**src/rtl/cs_resolve_pipe.sv**
```systemverilog
// cs_resolve_pipe: segmented carry-propagate adder that turns a registered
// carry-save triple into one binary word, SEG_W bits resolved per stage.
//
// Ports:
//   clk, rst_n           clock, synchronous active-low reset
//   in_valid / in_ready  upstream handshake (in_ready = !out_valid || out_ready)
//   s_in, c_in, cout_in  carry-save word: s weight 2^i, c weight 2^(i+1),
//                        cout weight 2^IN_W
//   out_valid/out_ready  downstream handshake
//   result               binary sum truncated to OUT_W bits
//   ovf_out              only with CS_RESOLVE_OVF_EN: dropped upper bits nonzero
//
// Build option: define CS_RESOLVE_OVF_EN to add the ovf_out port.

module cs_resolve_pipe #(
   parameter int IN_W  = 16,
   parameter int SEG_W = 4,
   parameter int OUT_W = 18
) (
   input  logic             clk,
   input  logic             rst_n,
   input  logic             in_valid,
   output logic             in_ready,
   input  logic [IN_W-1:0]  s_in,
   input  logic [IN_W-1:0]  c_in,
   input  logic             cout_in,
   output logic             out_valid,
   input  logic             out_ready,
`ifdef CS_RESOLVE_OVF_EN
   output logic [OUT_W-1:0] result,
   output logic             ovf_out
`else
   output logic [OUT_W-1:0] result
`endif
);

   localparam int A_W     = IN_W + 2;
   localparam int NUM_SEG = (A_W + SEG_W - 1) / SEG_W;

   logic               adv;
   logic [NUM_SEG-1:0] vld;
   logic [A_W-1:0]     op_a;
   logic [A_W-1:0]     op_b;

   // Whole pipe moves as one; a stall freezes every stage.
   assign out_valid = vld[NUM_SEG-1];
   assign adv       = !out_valid || out_ready;
   assign in_ready  = adv;

   assign op_a = {1'b0, cout_in, s_in};
   assign op_b = {1'b0, c_in, 1'b0};

   always_ff @(posedge clk) begin
      if (!rst_n) begin
         vld <= '0;
      end else if (adv) begin
         vld <= (vld << 1) | NUM_SEG'(in_valid);
      end
   end

   // Stage k resolves bits [LO +: W]. Operand bits above the segment
   // ride forward in g_fwd; resolved bits grow in res_q.
   for (genvar k = 0; k < NUM_SEG; k++) begin : g_stg
      localparam int LO  = k * SEG_W;
      localparam int REM = A_W - LO;
      localparam int W   = (REM < SEG_W) ? REM : SEG_W;
      localparam int NXT = REM - W;

      logic [REM-1:0]  a_cur;
      logic [REM-1:0]  b_cur;
      logic            cin;
      logic [W:0]      sum;
      logic [LO+W-1:0] res_d;
      logic [LO+W-1:0] res_q;

      if (k == 0) begin : g_src
         assign a_cur = op_a;
         assign b_cur = op_b;
         assign cin   = 1'b0;
         assign res_d = sum[W-1:0];
      end else begin : g_src
         assign a_cur = g_stg[k-1].g_fwd.a_q;
         assign b_cur = g_stg[k-1].g_fwd.b_q;
         assign cin   = g_stg[k-1].g_fwd.co_q;
         assign res_d = {sum[W-1:0], g_stg[k-1].res_q};
      end

      assign sum = {1'b0, a_cur[W-1:0]}
                 + {1'b0, b_cur[W-1:0]}
                 + {{W{1'b0}}, cin};

      always_ff @(posedge clk) begin
         if (!rst_n) begin
            res_q <= '0;
         end else if (adv) begin
            res_q <= res_d;
         end
      end

      // The top stage's carry-out is always zero: the sum fits A_W bits.
      if (NXT > 0) begin : g_fwd
         logic [NXT-1:0] a_q;
         logic [NXT-1:0] b_q;
         logic           co_q;

         always_ff @(posedge clk) begin
            if (!rst_n) begin
               a_q  <= '0;
               b_q  <= '0;
               co_q <= 1'b0;
            end else if (adv) begin
               a_q  <= a_cur[REM-1:W];
               b_q  <= b_cur[REM-1:W];
               co_q <= sum[W];
            end
         end
      end
   end

   assign result = g_stg[NUM_SEG-1].res_q[OUT_W-1:0];

`ifdef CS_RESOLVE_OVF_EN
   logic ovf_d;

   // Flag computed from the same combinational word that loads result,
   // so the two registers stay in step.
   if (OUT_W < A_W) begin : g_ovf
      assign ovf_d = |g_stg[NUM_SEG-1].res_d[A_W-1:OUT_W];
   end else begin : g_ovf
      assign ovf_d = 1'b0;
   end

   always_ff @(posedge clk) begin
      if (!rst_n) begin
         ovf_out <= 1'b0;
      end else if (adv) begin
         ovf_out <= ovf_d;
      end
   end
`endif

endmodule

```
**config.mk**
```make
export PLATFORM = sky130hd
export DESIGN_NAME = cs_resolve_pipe
export DESIGN_NICKNAME = d
export VERILOG_FILES = /design/src/rtl/cs_resolve_pipe.sv
export SDC_FILE = /design/constraint.sdc
export NUM_CORES = 1
export LEC_CHECK = 0
export CAP_MARGIN = 20
export CORE_MARGIN = 4
export CORE_UTILIZATION = 55
export DETAILED_ROUTE_END_ITERATION = 12
export PLACE_DENSITY = 0.79
export SLEW_MARGIN = 10
export SYNTH_ARGS = -nofsm -noshare
export SYNTH_HDL_FRONTEND = slang
export SYNTH_SLANG_ARGS = --single-unit
```
**constraint.sdc**
```tcl
create_clock -name clk -period 2.3 [get_ports clk]
set_clock_uncertainty 0.15 [all_clocks]
set_input_delay 0.69 -clock clk [delete_from_list [all_inputs] [get_ports clk]]
set_output_delay 0.69 -clock clk [all_outputs]
set_load 0.005 [all_outputs]
```
==> out/results.ini <==
[status]
status=completed

[power_and_ir_drop]
p_leak_nw=2.29
internal_power_mw=3.95
seqPwrFrac_pct=44.9
power_frac_clock_pct=49.3
vdd_ir_drop_max_mv=0.573
p_sw_share_pct=22.2
power_density_nw_per_um2=857
p_comb_share_pct=5.8
p_sw_mw=1.13

[cts]
numCtsBuffers=17
cts_tree=built
clkLatencyLatePin_ns=0.51
htree_num_levels=4
cts_sinks=123
cts.path.max_buffers=2
clockRootBuffer=clkbuf_8
clkTransAtPathRegs_ns=0.06
post_cts_buffers=0

[route]
detail_route.wl_per_cell_um=12.7
drt_wl_total_mm=9.53
ant_nets=0
drt_pass1_iterations=5
drc_errors=0
wl_met3_um=516
first_iter_violations=171
wl_met2_mm=4.62
viasPerCell=5.19
top_layer=met4
vias=3887
m1WireLength_mm=4.27

[critical_path]
cp_num_buf_inv=3
path_delay_family=buffers and inverters
crit_type=in -> out
crit_path_end_kind=output port
required_ns=1.46
cpPeakStageDelay_ns=0.25
slowest_stage=dlygate4sd2_1
path_cells=dlygate4sd2_1 > nor2b_4 > clkinv_2 > clkdlybuf4s15_1
worstPathArrival_ns=1.41
start_kind=input pin
crit_path_max_fanout=2

[timing]
period_share_pct=97.8
timing.final.ws_setup_ns=0.0502
rsz0062_at_grt=false
max-slew-margin-rel_pct=71.7
finalHoldViolCount=0
max_freq_mhz=444
slew_viol_final=0
worstMarginPinSlew_ns=0.425
finalSetupViolCount=0
fin_crit_ns=2.25
setup_tns_ns=0

[placement]
dp_cells=718
place.gp.congestion=0.758
dpl.hpwl_mm=6.11
io_buffers=56
place_ws_ns=-0.395

[yosys]
mappedNetlistArea_um2=4750
yosys-top-cells-area=dfxtp_1, nand2_1, a21oi_1, buf_2, fa_1
synth_edf_count=0
ys_async_sr_fraction_pct=0
synth.top_cells.by_count=nand2_1, dfxtp_1, a21oi_1, buf_2, inv_1
synth_top_cell_by_area=dfxtp_1
synth_most_common_cell=nand2_1
yosysTopAreaCellShare_pct=51.8
syn_nets=643
synth.avg_cell_area_um2=8.11
ys.warnings.count=0
netlist_instances=586
synth_seq_cells=123
yosysSeqAreaShare_pct=51.8
ys_types=25
synthFlopType=dfxtp_1

[grt]
overflow=0
grt_max_degree=96
grt_pass1_vias=3692
grt_first_pass_wirelength_mm=16.2
grt_use_total_pct=19.6
antenna_found_initial=0

[die]
ios=57
rows=33
start_util_pct=57.3
dieArea_um2=10200
die_w_um=101
core-area_um2=8300
die_h_um=101

[final_layout]
num_antenna_cells=0
area_growth_syn_to_layout_pct=24.6
nets=689
instances_no_fill=749
drive_gt1_share_pct=7.14

[min_path]
hold_class=reg -> reg

[flow_run]
max_cap_violations=0

-- placed cells by master (no fill, tap or decap), types with 2 or more instances in the layout --
master,synthesis,routed
clkinv_4,0,6
o21ai_0,6,6
fa_1,8,8
clkdlybuf4s50_1,0,54
inv_1,15,14
clkbuf_16,0,16
nand3_1,6,6
dfxtp_1,123,123
o211ai_1,2,2
bufinv_16,0,2
ha_1,12,12
a21oi_1,117,117
a211oi_1,5,5
clkinvlp_4,0,2
clkinv_2,0,4
buf_4,0,11
xnor2_1,4,4
clkbuf_8,0,2
a2111o_1,2,2
nand2_1,222,222
nor2b_1,3,3
and3_1,2,2
nor2_1,10,10
-- kinds of logic after synthesis --
| family | count (synthesis) | synth area share [%] |
|---|---|---|
| AND/OR/NAND/NOR | 246 | 20.2 |
| adder cells (fa/ha/maj) | 20 | 6.53 |
| AO/OA/AOI/OAI | 136 | 15.2 |
| buffers and inverters | 57 | 5.50 |
| XOR/XNOR | 4 | 0.737 |
| flip-flops | 123 | 51.8 |
-- stage by stage --
stage	util (%)	cell area [um^2]	power [mW]	hold WS (ns)
after CTS	71.4	5920	5.12	0.303
after floorplan	-	4750	2.49	0.282
after detailed placement	64.5	5350	2.62	0.290
after global routing	71.4	5920	5.27	0.311
after global placement	64.5	5350	2.60	0.289
final	71.4	5920	5.08	0.300
-- worst paths after layout --
kind | cells past startpoint | slack [ns] | startpoint | to
setup / recovery | 4 | 0.05 | out_ready | in_ready
hold reg to reg | 2 | 0.30 | result[17] | result[17]
setup reg to reg | 6 | 0.42 | g_stg[1].g_fwd.a_q[0] | g_stg[2].res_q[10]
hold / removal | 2 | 0.30 | result[17] | result[17]
-- flip-flops by register name, summed over array words and instances (netlist names) --
| register | flops |
|---|---|
| g_stg.g_fwd.a_q | 28 |
| g_stg.g_fwd.b_q | 28 |
| g_stg.g_fwd.co_q | 4 |
| g_stg.res_q | 40 |
| result | 18 |
| vld | 5 |
-- layout make-up --
class | instances | area [um^2]
clock buffer | 18 | 428
inverter | 16 | 62.6
fill | 642 | 2380
clock inverter | 13 | 146
timing repair buffer | 68 | 662
sequential | 123 | 2460
tap | 105 | 131
multi-input combinational | 406 | 2030
-- worst min-delay path, delay by kind of cell, from the launching register on --
kind            cells  cell delay (ns)
flops               1             0.30
compound gates      1             0.05
simple gates        1             0.05
-- what timing repair did --
item / 4_1_cts / 5_1_grt
hold buffers: 0 / 0
resized for setup: 3 / 0
endpoints found under the setup margin: 1 / 0
-- layer usage --
metal | vias up | GRT usage [%]
li1 | 2001 | -
met1 | 1761 | 24.5
met2 | 114 | 32.6
met3 | 11 | 5.26
met4 | 0 | 6.95
met5 | - | 0
-- power groups by stage --
stage	combinational (mW)	sequential (mW)	clock (mW)
2_1_floorplan	0.178	2.31	0
3_3_place_gp	0.284	2.32	0
3_5_place_dp	0.291	2.32	0
4_1_cts	0.297	2.28	2.54
5_1_grt	0.333	2.29	2.64
6_report	0.295	2.28	2.50
Power figures use the tool's default switching activity.
